$ cat src/rtl/moore_pkg.sv
// ---------------------------------------------------------------------------
// moore_pkg : shared state encoding and sizing helpers for moore_seq_ctrl
// Revision  : 1.0
// ---------------------------------------------------------------------------
`default_nettype none

package moore_pkg;

  typedef enum logic [2:0] {
    ST_IDLE   = 3'd0,
    ST_CLR    = 3'd1,
    ST_SHIFT  = 3'd2,
    ST_DRAIN  = 3'd3,
    ST_REPORT = 3'd4
  } state_e;

  // Smallest hit-counter width that can hold a full word of hits.
  function automatic int min_cnt_w(input int width);
    return $clog2(width + 1);
  endfunction

  localparam int DEFAULT_WIDTH = 8;
  localparam int DEFAULT_CNT_W = min_cnt_w(DEFAULT_WIDTH);

endpackage

`default_nettype wire

$ cat src/rtl/moore_piso.sv
// ---------------------------------------------------------------------------
// moore_piso : WIDTH-bit parallel-in/serial-out shifter, LSB first
// Revision   : 1.0
// ---------------------------------------------------------------------------
`default_nettype none

module moore_piso #(
  parameter int WIDTH = 8
) (
  input  logic             clk,
  input  logic             rst,
  input  logic             load_i,
  input  logic [WIDTH-1:0] data_i,
  input  logic             shift_i,
  output logic             bit_o,
  output logic             last_o
);

  localparam int IDX_W = $clog2(WIDTH);

  logic [WIDTH-1:0] shreg_q;
  logic [IDX_W-1:0] idx_q;

  always_ff @(posedge clk) begin
    if (rst) begin
      shreg_q <= '0;
      idx_q   <= '0;
    end else if (load_i) begin
      shreg_q <= data_i;
      idx_q   <= '0;
    end else if (shift_i) begin
      shreg_q <= {1'b0, shreg_q[WIDTH-1:1]};
      idx_q   <= idx_q + IDX_W'(1);
    end
  end

  assign bit_o  = shreg_q[0];
  assign last_o = (idx_q == IDX_W'(WIDTH - 1));

endmodule

`default_nettype wire

$ cat src/rtl/moore_seq_ctrl.sv
// ---------------------------------------------------------------------------
// moore_seq_ctrl : feeds words bit-serially into a Moore detector, counts hits
// Revision       : 1.0
// ---------------------------------------------------------------------------
`default_nettype none

module moore_seq_ctrl
  import moore_pkg::*;
#(
  parameter int WIDTH = DEFAULT_WIDTH,
  parameter int CNT_W = DEFAULT_CNT_W
) (
  input  logic             clk,
  input  logic             rst,
  input  logic             in_valid_i,
  input  logic [WIDTH-1:0] in_data_i,
  output logic             in_ready_o,
  output logic             det_rst_o,
  output logic             det_din_o,
  input  logic             det_dout_i,
  output logic             res_valid_o,
  output logic [CNT_W-1:0] res_count_o,
  input  logic             res_ready_i
);

  localparam logic [CNT_W-1:0] CNT_MAX = {CNT_W{1'b1}};

  state_e           state_q, state_d;
  logic             samp_q;
  logic [CNT_W-1:0] cnt_q, cnt_d;
  logic [CNT_W-1:0] res_q;
  logic             load;
  logic             shift;
  logic             piso_bit;
  logic             piso_last;

  moore_piso #(
    .WIDTH (WIDTH)
  ) u_piso (
    .clk     (clk),
    .rst     (rst),
    .load_i  (load),
    .data_i  (in_data_i),
    .shift_i (shift),
    .bit_o   (piso_bit),
    .last_o  (piso_last)
  );

  always_comb begin
    state_d     = state_q;
    in_ready_o  = 1'b0;
    det_rst_o   = rst;
    det_din_o   = 1'b0;
    res_valid_o = 1'b0;
    load        = 1'b0;
    shift       = 1'b0;
    case (state_q)
      ST_IDLE: begin
        in_ready_o = 1'b1;
        if (in_valid_i) begin
          load    = 1'b1;
          state_d = ST_CLR;
        end
      end
      ST_CLR: begin
        det_rst_o = 1'b1;
        state_d   = ST_SHIFT;
      end
      ST_SHIFT: begin
        det_din_o = piso_bit;
        shift     = 1'b1;
        if (piso_last) state_d = ST_DRAIN;
      end
      ST_DRAIN: begin
        state_d = ST_REPORT;
      end
      ST_REPORT: begin
        res_valid_o = 1'b1;
        if (res_ready_i) state_d = ST_IDLE;
      end
      default: state_d = ST_IDLE;
    endcase
  end

  // samp_q marks the cycle after a SHIFT, when det_dout reflects that bit.
  always_comb begin
    cnt_d = cnt_q;
    if (load) begin
      cnt_d = '0;
    end else if (samp_q && det_dout_i && (cnt_q != CNT_MAX)) begin
      cnt_d = cnt_q + CNT_W'(1);
    end
  end

  always_ff @(posedge clk) begin
    if (rst) begin
      state_q <= ST_IDLE;
      samp_q  <= 1'b0;
      cnt_q   <= '0;
      res_q   <= '0;
    end else begin
      state_q <= state_d;
      samp_q  <= (state_q == ST_SHIFT);
      cnt_q   <= cnt_d;
      // The last sample lands in DRAIN; publish it as REPORT begins.
      if (state_q == ST_DRAIN) res_q <= cnt_d;
    end
  end

  assign res_count_o = res_q;

endmodule

`default_nettype wire
$ cat config.mk
export PLATFORM = sky130hd
export DESIGN_NAME = moore_seq_ctrl
export DESIGN_NICKNAME = d
export VERILOG_FILES = /design/src/rtl/moore_pkg.sv /design/src/rtl/moore_piso.sv /design/src/rtl/moore_seq_ctrl.sv
export SDC_FILE = /design/constraint.sdc
export NUM_CORES = 1
export LEC_CHECK = 0
export ABC_AREA = 1
export CORE_MARGIN = 5
export CORE_UTILIZATION = 40
export CTS_CLUSTER_SIZE = 25
export DETAILED_ROUTE_END_ITERATION = 7
export GPL_TIMING_DRIVEN = 0
export HOLD_SLACK_MARGIN = 0.1
export PLACE_DENSITY = 0.68
export SYNTH_ARGS = -nofsm -noshare
export SYNTH_HDL_FRONTEND = slang
export SYNTH_SLANG_ARGS = --single-unit
$ cat constraint.sdc
create_clock -name clk -period 1.75 [get_ports clk]
set_input_delay 0.4375 -clock clk [delete_from_list [all_inputs] [get_ports clk]]
set_output_delay 0.4375 -clock clk [all_outputs]
set_load 0.05 [all_outputs]
==> results of run 1 <==
-- logic make-up (layout without fill, tap and decap cells) --
family          after synthesis  in the layout
simple gates                 71             71
fa+ha+maj                     3              3
compound gates               19             19
flops                        23             23
xor+xnor                      2              2
buf+inv                      27             53
-- layout make-up --
| type | count | share of cell area, % |
|---|---|---|
| tap | 30 | 2.80 |
| clock buffer | 4 | 1.96 |
| buffer | 2 | 1.12 |
| timing repair buffer | 22 | 15.0 |
| sequential | 23 | 34.8 |
| inverter | 25 | 7.00 |
| multi-input combinational | 95 | 37.3 |
-- power breakdown --
| part | total, mW | internal, mW | switching (mW) |
|---|---|---|---|
| Clock | 0.240 | 0.0889 | 0.151 |
| Combinational | 0.397 | 0.142 | 0.255 |
| Sequential | 0.608 | 0.573 | 0.0345 |
-- synth_stat cells --
library cell / number / area, um^2
inv_2: 3 / 11.3
inv_1: 22 / 82.6
nand2_2: 2 / 12.5
nand2_1: 42 / 158
nand3b_1: 1 / 7.51
nand3_1: 12 / 60.1
o211ai_1: 4 / 30.0
nor3_4: 1 / 16.3
nor2_1: 8 / 30.0
buf_2: 2 / 10.0
dfxtp_1: 23 / 460
nor2_4: 2 / 22.5
ha_1: 3 / 37.5
o21ai_2: 1 / 8.76
o21ai_0: 5 / 25.0
a21oi_1: 9 / 45.0
nand4_1: 1 / 6.26
xnor2_1: 1 / 8.76
xor2_1: 1 / 8.76
nor3_1: 2 / 10.0
-- metal layers --
| metal | vias to the layer above | routed length (um) |
|---|---|---|
| met1 | 424 | 977 |
| met3 | 2 | 98 |
| met5 | - | 0 |
| met4 | 0 | 13 |
| met2 | 17 | 1050 |
| li1 | 507 | - |
-- what timing repair did --
action                                  4_1_cts  5_1_grt
endpoints found under the setup margin        8        4
hold buffers                                  0        0
setup buffers                                 0        3
resized for setup                            27       10
pin swaps                                     1        2
-- worst max-delay path by stage --
stage,slack [ns],from,to,cells after the start
after detailed placement,-0.52,rst,det_rst_o,5
after CTS,-0.003,state_q[0]$_SDFFE_PP0P_,in_ready_o,4
after global placement,-0.52,rst,det_rst_o,5
after floorplan,0.13,rst,det_rst_o,4
final,0.1,rst,det_rst_o,5
after global routing,0.02,state_q[2]$_SDFFE_PP0P_,in_ready_o,4
-- critical path, stage by stage --
cell and delay [ns]:
clkbuf_4 0.16, inv_1 0.11, clkbuf_4 0.22, nand2_1 0.07, clkbuf_4 0.21
-- sequential cells by signal, indices dropped and copies added, names as in the netlist --
signal / cells
u_piso.shreg_q: 8
cnt_q: 4
res_count_o: 4
state_q: 3
u_piso.idx_q: 3
samp_q: 1
==> run summary, run 1 <==
Status - finished, final reports clean
Crit share post-route - 94.5%
DRT iter0 DRCs - 20
Reg2reg setup slack - 0.44 ns
Adder-cell share of the synthesized area - 3.57%
Syn Std Cell Area - 1050 um^2
GR Layer Usage met1 - 16.4%
Final hold violations - 0
CP Max Fanout - 10
Total Power - 1.24 mW
Minimum clock period - 1.65 ns
PD cells - 929 nW/um^2
Crit start category - input port
Initial Util - 42.0%
DRT antenna net count - 0
Fin worst setup slack - 0.0968 ns
Initial antenna violation count - 0
Die area - 3750 um^2
Kind of critical path - input port to primary output
Worst-path clk slew - 0.12 ns
Hold Path Cell Cnt - 2
Post-Synth XOR/XNOR Area - 1.67%
HP Class - input port to register
Worst Path Arrival - 1.22 ns
Area of placed instances - 1290 um^2
Final std cells w/o fill - 201
I/O pin total - 21
FILL cells - 263
First-pass GRT wire length - 3.64 mm
Fin Clk Skew - 0.00219 ns
Die X - 61.3 um
Fin area - 1340 um^2
Max VDD drop - 0.597 mV
Yosys warns - 0
Avg Cell Area, Syn - 7.25 um^2
Vias - 950
Tot GR Track Use - 12.9%
Fin Hold WS - 0.385 ns
Met3 global-route usage - 2.10%
DR WL/cell - 10.6 um
DR pass1 iterations - 4
CP Data Required Time - 1.31 ns
I/O Buffers - 19
Cells after synthesis - 145
Antenna Cells - 0
Setup crit end kind - primary output
Lkg Pwr - 0.642 nW
Simple-Gate Fraction of Synth Area - 30.7%
Sequential area share after synthesis - 43.8%
Final Util - 53.6%
Layout cells sized above 1 - 15.2%
Area of the core - 2500 um^2
Number of synthesized register bits - 23
Most frequent cells in the layout - nand2_1 (42), inv_1 (22), dfxtp_1 (20), nand3_1 (12), clkdlybuf4s50_1 (11)
Largest family of logic cells by synthesized area - simple AND/OR/NAND/NOR gates
Post-synth cell types - 20
Hold path startpoint - rst
Post-synthesis mux area share - 0%
Grt peak-use layer - met2
CTS tree - done
Most common cell after layout, fill and taps aside - nand2_1
Layout area overhead - 27.5%
Final Wtd Congestion - 0.773
Pin count of the biggest net entering global routing - 13
Chip Height - 61.3 um
HPWL Detailed - 1.57 mm
Synth Area in Compound Gates - 10.4%
Total gr overflow - 0
Clock Root Buffer - clkbuf_4
Vias/cell - 4.73
GR met2 Demand/Resource - 21.6%
Clock buffer depth - 2
Layout Nets - 188
Dpl ws - -0.519 ns
Total area of sequential cells - 467 um^2
Fin. max-slew vios - 0
Final TNS setup - 0 ns
Worst skew pair latency - 0.30 ns
Row cnt - 18
Routed WL - 2.14 mm
Reg2reg end - res_count_o[2]$_SDFFE_PP0N_
Worst r2r path cells - 6
Hold Path End - state_q[2]$_SDFFE_PP0P_
# H-tree levels - 1
Slew margin rel. - 67.3%
DRC Markers - 0
Vias in the first global route - 899
Placed insts - 194
Multi-input gate area - 499 um^2
Unrepaired setup endpoints after global routing - false
Maxcap violations - 0
RR Startpoint - cnt_q[0]$_SDFF_PP0_
Fmax - 605 MHz
Cts bufs inserted - 3
Setup violators final - 0
Worst Max-Slew Pin Slew - 0.492 ns
Syn nets - 161
Clock sinks - 23
Note: power is estimated with default switching activity, not from simulation.
==> run 2, diff against run 1 <==
--- a/config.mk
+++ b/config.mk
@@ -7,12 +7,12 @@
 export LEC_CHECK = 0
 export ABC_AREA = 1
 export CORE_MARGIN = 5
-export CORE_UTILIZATION = 40
+export CORE_UTILIZATION = 53
 export CTS_CLUSTER_SIZE = 25
 export DETAILED_ROUTE_END_ITERATION = 7
 export GPL_TIMING_DRIVEN = 0
 export HOLD_SLACK_MARGIN = 0.1
-export PLACE_DENSITY = 0.68
+export PLACE_DENSITY = 0.85
 export SYNTH_ARGS = -nofsm -noshare
 export SYNTH_HDL_FRONTEND = slang
 export SYNTH_SLANG_ARGS = --single-unit
==> run 2 against run 1 <==
  * Via count up 0.74%
  * Sequential share of layout area up 0.21 points
  * Flip-flop and latch count unchanged
  * Maximum frequency down 2.4%
==> run summary, run 2 (same netlist as run 1, synthesis figures left out) <==
GR met2 Demand/Resource - 28.9%
Minimum clock period - 1.69 ns
Fmax - 590 MHz
Worst skew pair latency - 0.31 ns
Cts bufs inserted - 3
Lkg Pwr - 0.641 nW
Clock sinks - 23
Status - finished, final reports clean
Crit start category - register
# H-tree levels - 1
PD cells - 942 nW/um^2
Final std cells w/o fill - 197
Met3 global-route usage - 4.09%
Max VDD drop - 0.716 mV
DRT iter0 DRCs - 10
Antenna Cells - 0
Crit share post-route - 96.8%
Layout Nets - 187
Chip Height - 54.5 um
Hold Path Cell Cnt - 2
Slowest stage delay, CP - 0.37 ns
Pin count of the biggest net entering global routing - 14
Layout area overhead - 26.1%
Worst Path Arrival - 1.26 ns
Critical-path top delay cell - dfxtp_2
Final Wtd Congestion - 0.716
Clock Root Buffer - clkbuf_4
Crit path cell chain - nor2_4 > nand2_4 > nor2_2 > buf_6
CP Buf/Inv Count - 1
Slew margin rel. - 67.4%
FILL cells - 171
Clock buffer depth - 2
First-pass GRT wire length - 3.71 mm
Placed insts - 191
Final Util - 68.9%
Biggest register - u_piso.shreg_q
Initial antenna violation count - 0
Fin Hold WS - 0.377 ns
Worst Max-Slew Pin Slew - 0.491 ns
CP Max Fanout - 9
Row cnt - 16
Max reg flops - 8
Crit path depth - 4
Vias/cell - 4.86
Final hold violations - 0
Unrepaired setup endpoints after global routing - true
Die X - 54.5 um
Initial Util - 54.7%
Grt peak-use layer - met2
Total Power - 1.25 mW
GR Layer Usage met1 - 21.5%
Worst-path clk slew - 0.12 ns
Tot GR Track Use - 17.1%
Hold_buf cts - 0
Total gr overflow - 0
Worst r2r path cells - 6
Area of the core - 1920 um^2
CTS tree - done
Routed WL - 2.11 mm
Crit path max-delay family - simple AND/OR/NAND/NOR gates
DRC Markers - 0
HPWL Detailed - 1.55 mm
Kind of critical path - register to primary output
Final TNS setup - 0 ns
Setup crit end kind - primary output
Vias - 957
Fin Clk Skew - 0.00231 ns
Die area - 2970 um^2
I/O pin total - 21
I/O Buffers - 19
DR pass1 iterations - 5
Fin. max-slew vios - 0
Most frequent cells in the layout - nand2_1 (42), inv_1 (22), dfxtp_1 (20), nand3_1 (12), clkdlybuf4s50_1 (11)
HP Class - input port to register
Most common cell after layout, fill and taps aside - nand2_1
Maxcap violations - 0
Vias in the first global route - 878
Layout cells sized above 1 - 15.3%
DR WL/cell - 10.7 um
CP Data Required Time - 1.31 ns
Setup violators final - 0
DRT antenna net count - 0
run 2: worst register-to-register path: stages (launching register included):
cell	delay [ns]
dfxtp_1	0.35
ha_1	0.22
nand3_1	0.17
nand2_1	0.13
o21ai_0	0.18
nand2_1	0.09
a21oi_1	0.12
run 2: per-layer routing:
layer / wire length, um / vias to the layer above
met5: 0 / -
met4: 19 / 0
met3: 85 / 2
met2: 1080 / 19
met1: 919 / 429
li1: - / 507
run 2: report_power, final:
| group | internal (mW) | switching [mW] | total [mW] |
|---|---|---|---|
| Sequential | 0.574 | 0.0361 | 0.610 |
| Clock | 0.0855 | 0.160 | 0.245 |
| Combinational | 0.139 | 0.254 | 0.393 |
run 2: per-stage QoR:
| step | instance area, um^2 | setup WS [ns] |
|---|---|---|
| after global routing | 1330 | -0.0106 |
| after global placement | 1280 | -0.500 |
| after detailed placement | 1280 | -0.531 |
| after CTS | 1300 | -0.00630 |
| after floorplan | 1060 | 0.131 |
| final | 1330 | 0.0554 |
run 2: cell type report:
class | instances | area, um^2 | area share (%)
plain buffers | 2 | 15.0 | 1.13
flip-flops and latches | 23 | 464 | 35.0
multi-input cells | 95 | 499 | 37.7
inverters | 25 | 93.8 | 7.08
clock buffers | 3 | 22.5 | 1.70
well taps | 27 | 33.8 | 2.55
repair buffers | 21 | 191 | 14.4
clock inverters | 1 | 5.00 | 0.378
run 2: worst paths after layout:
check,from,to,slack (ns)
setup / recovery,state_q[2]$_SDFFE_PP0P_,det_din_o,0.06
hold / removal,rst,state_q[1]$_SDFFE_PP0P_,0.38
setup reg to reg,cnt_q[0]$_SDFF_PP0_,res_count_o[2]$_SDFFE_PP0N_,0.42
hold reg to reg,u_piso.idx_q[1]$_SDFFE_PP0N_,u_piso.idx_q[1]$_SDFFE_PP0N_,0.48
run 2: timing repair:
item	in CTS	in global routing
gates resized for setup	29	6
pin swaps	1	2
endpoints found under the setup margin	8	4
buffers inserted	0	2
==> run 3, diff against run 2 <==
--- a/config.mk
+++ b/config.mk
@@ -6,13 +6,14 @@
 export NUM_CORES = 1
 export LEC_CHECK = 0
 export ABC_AREA = 1
+export CAP_MARGIN = 20
 export CORE_MARGIN = 5
-export CORE_UTILIZATION = 53
+export CORE_UTILIZATION = 49
 export CTS_CLUSTER_SIZE = 25
 export DETAILED_ROUTE_END_ITERATION = 7
 export GPL_TIMING_DRIVEN = 0
 export HOLD_SLACK_MARGIN = 0.1
-export PLACE_DENSITY = 0.85
+export PLACE_DENSITY = 0.8
 export SYNTH_ARGS = -nofsm -noshare
 export SYNTH_HDL_FRONTEND = slang
 export SYNTH_SLANG_ARGS = --single-unit
==> run 3 against run 2 <==
  * Maximum frequency grew 0.72%
  * Register-to-register slack gained 0.03 ns
  * Sequential share of layout area grew 0.30 points
  * Critical path type unchanged
  * Clock power is essentially flat
  * Global-route usage shrank 3.5 points
  * Non-clock buffer count shrank 1
  * Setup slack gained 0.012 ns
  * Combinational power shrank 3%
  * Via count shrank 0.94%
  * Largest cell class unchanged
  * Sequential power is essentially flat
==> run summary, run 3 (same netlist as run 1, synthesis figures left out) <==
Clock Root Buffer - clkbuf_4
Worst skew pair latency - 0.31 ns
HPWL Detailed - 1.52 mm
Die X - 56.3 um
Initial Util - 52.5%
DR WL/cell - 10.1 um
Setup violators final - 0
I/O Buffers - 19
Final hold violations - 0
Antenna Cells - 0
Total Power - 1.23 mW
Tot GR Track Use - 13.6%
Most common cell after layout, fill and taps aside - nand2_1
DRT antenna net count - 0
Crit share post-route - 96.1%
Status - finished, final reports clean
Crit start category - register
First-pass GRT wire length - 3.53 mm
Layout Nets - 186
Slew margin rel. - 67.5%
Pin count of the biggest net entering global routing - 13
Area of placed instances - 1280 um^2
Die area - 3170 um^2
Worst Max-Slew Pin Slew - 0.489 ns
DR pass1 iterations - 4
Total area of sequential cells - 464 um^2
Fin Hold WS - 0.395 ns
Fin. max-slew vios - 0
# H-tree levels - 1
Lkg Pwr - 0.632 nW
PD cells - 940 nW/um^2
Fin area - 1310 um^2
Initial antenna violation count - 0
HP Class - input port to register
Maxcap violations - 0
Vias in the first global route - 857
Fin Clk Skew - 0.00563 ns
Area of the core - 2000 um^2
Multi-input gate area - 499 um^2
Routed WL - 1.98 mm
CTS tree - done
Minimum clock period - 1.68 ns
Kind of critical path - register to primary output
Worst Path Arrival - 1.24 ns
Final Wtd Congestion - 0.779
Worst-path clk slew - 0.12 ns
Biggest register - u_piso.shreg_q
Total gr overflow - 0
Vias/cell - 4.84
Max reg flops - 8
Vias - 948
Layout cells sized above 1 - 14.2%
Final std cells w/o fill - 196
DRC Markers - 0
Cts bufs inserted - 3
Row cnt - 16
Clock buffer depth - 2
Setup crit end kind - primary output
Chip Height - 56.3 um
I/O pin total - 21
DRT iter0 DRCs - 20
CP Max Fanout - 9
Most frequent cells in the layout - nand2_1 (42), inv_1 (22), dfxtp_1 (20), nand3_1 (12), clkdlybuf4s50_1 (11)
Max VDD drop - 0.557 mV
Placed insts - 191
Fmax - 594 MHz
CP Data Required Time - 1.31 ns
FILL cells - 174
Layout area overhead - 25.0%
Clock sinks - 23
-- run 3: path summary, 6_finish.rpt --
check | startpoint | to | slack (ns) | depth (start not counted)
min reg2reg | u_piso.shreg_q[7]$_SDFFE_PP0P_ | u_piso.shreg_q[7]$_SDFFE_PP0P_ | 0.48 | 2
min | rst | state_q[1]$_SDFFE_PP0P_ | 0.39 | 2
max | state_q[0]$_SDFFE_PP0P_ | det_din_o | 0.07 | 4
max reg2reg | cnt_q[0]$_SDFF_PP0_ | res_count_o[2]$_SDFFE_PP0N_ | 0.45 | 6
-- run 3: layout make-up --
cell class	count	share of cell area (%)
multi-input cells	95	38.0
flip-flops and latches	23	35.3
inverters	25	7.14
well taps	27	2.57
clock buffers	4	2.00
plain buffers	2	0.762
repair buffers	20	14.2
-- run 3: timing repair --
| item | CTS | global route |
|---|---|---|
| endpoints found under the setup margin | 8 | 2 |
| setup buffers | 0 | 1 |
| hold buffers | 0 | 0 |
| pin swaps | 0 | 1 |
| resized for setup | 30 | 3 |
-- run 3: where the power goes --
part / switching (mW) / total (mW) / internal (mW)
registers: 0.0354 / 0.609 / 0.574
clock network: 0.155 / 0.244 / 0.0892
logic: 0.247 / 0.381 / 0.134
-- run 3: critical path, stage by stage, from the launching register on --
cell and delay, ns:
dfxtp_2 0.37, nor2_4 0.18, nand2_4 0.12, nor2_2 0.11, buf_6 0.16
-- run 3: metrics by stage --
stage	setup slack (ns)	setup TNS [ns]	util, %
6_report	0.0675	0	65.6
2_1_floorplan	0.131	0	-
4_1_cts	0.0100	0	64.9
5_1_grt	-0.0139	-0.0139	65.6
3_5_place_dp	-0.510	-1.21	64.1
3_3_place_gp	-0.511	-1.11	64.1
-- run 3: routing by layer --
layer / track usage, % / wire, um / part of all wire (%) / up-vias
li1: - / - / - / 507
met1: 16.9 / 911 / 46 / 422
met2: 23.2 / 944 / 48 / 17
met3: 2.75 / 90 / 4.6 / 2
met4: 5.08 / 29 / 1.5 / 0
met5: 0 / 0 / 0 / -
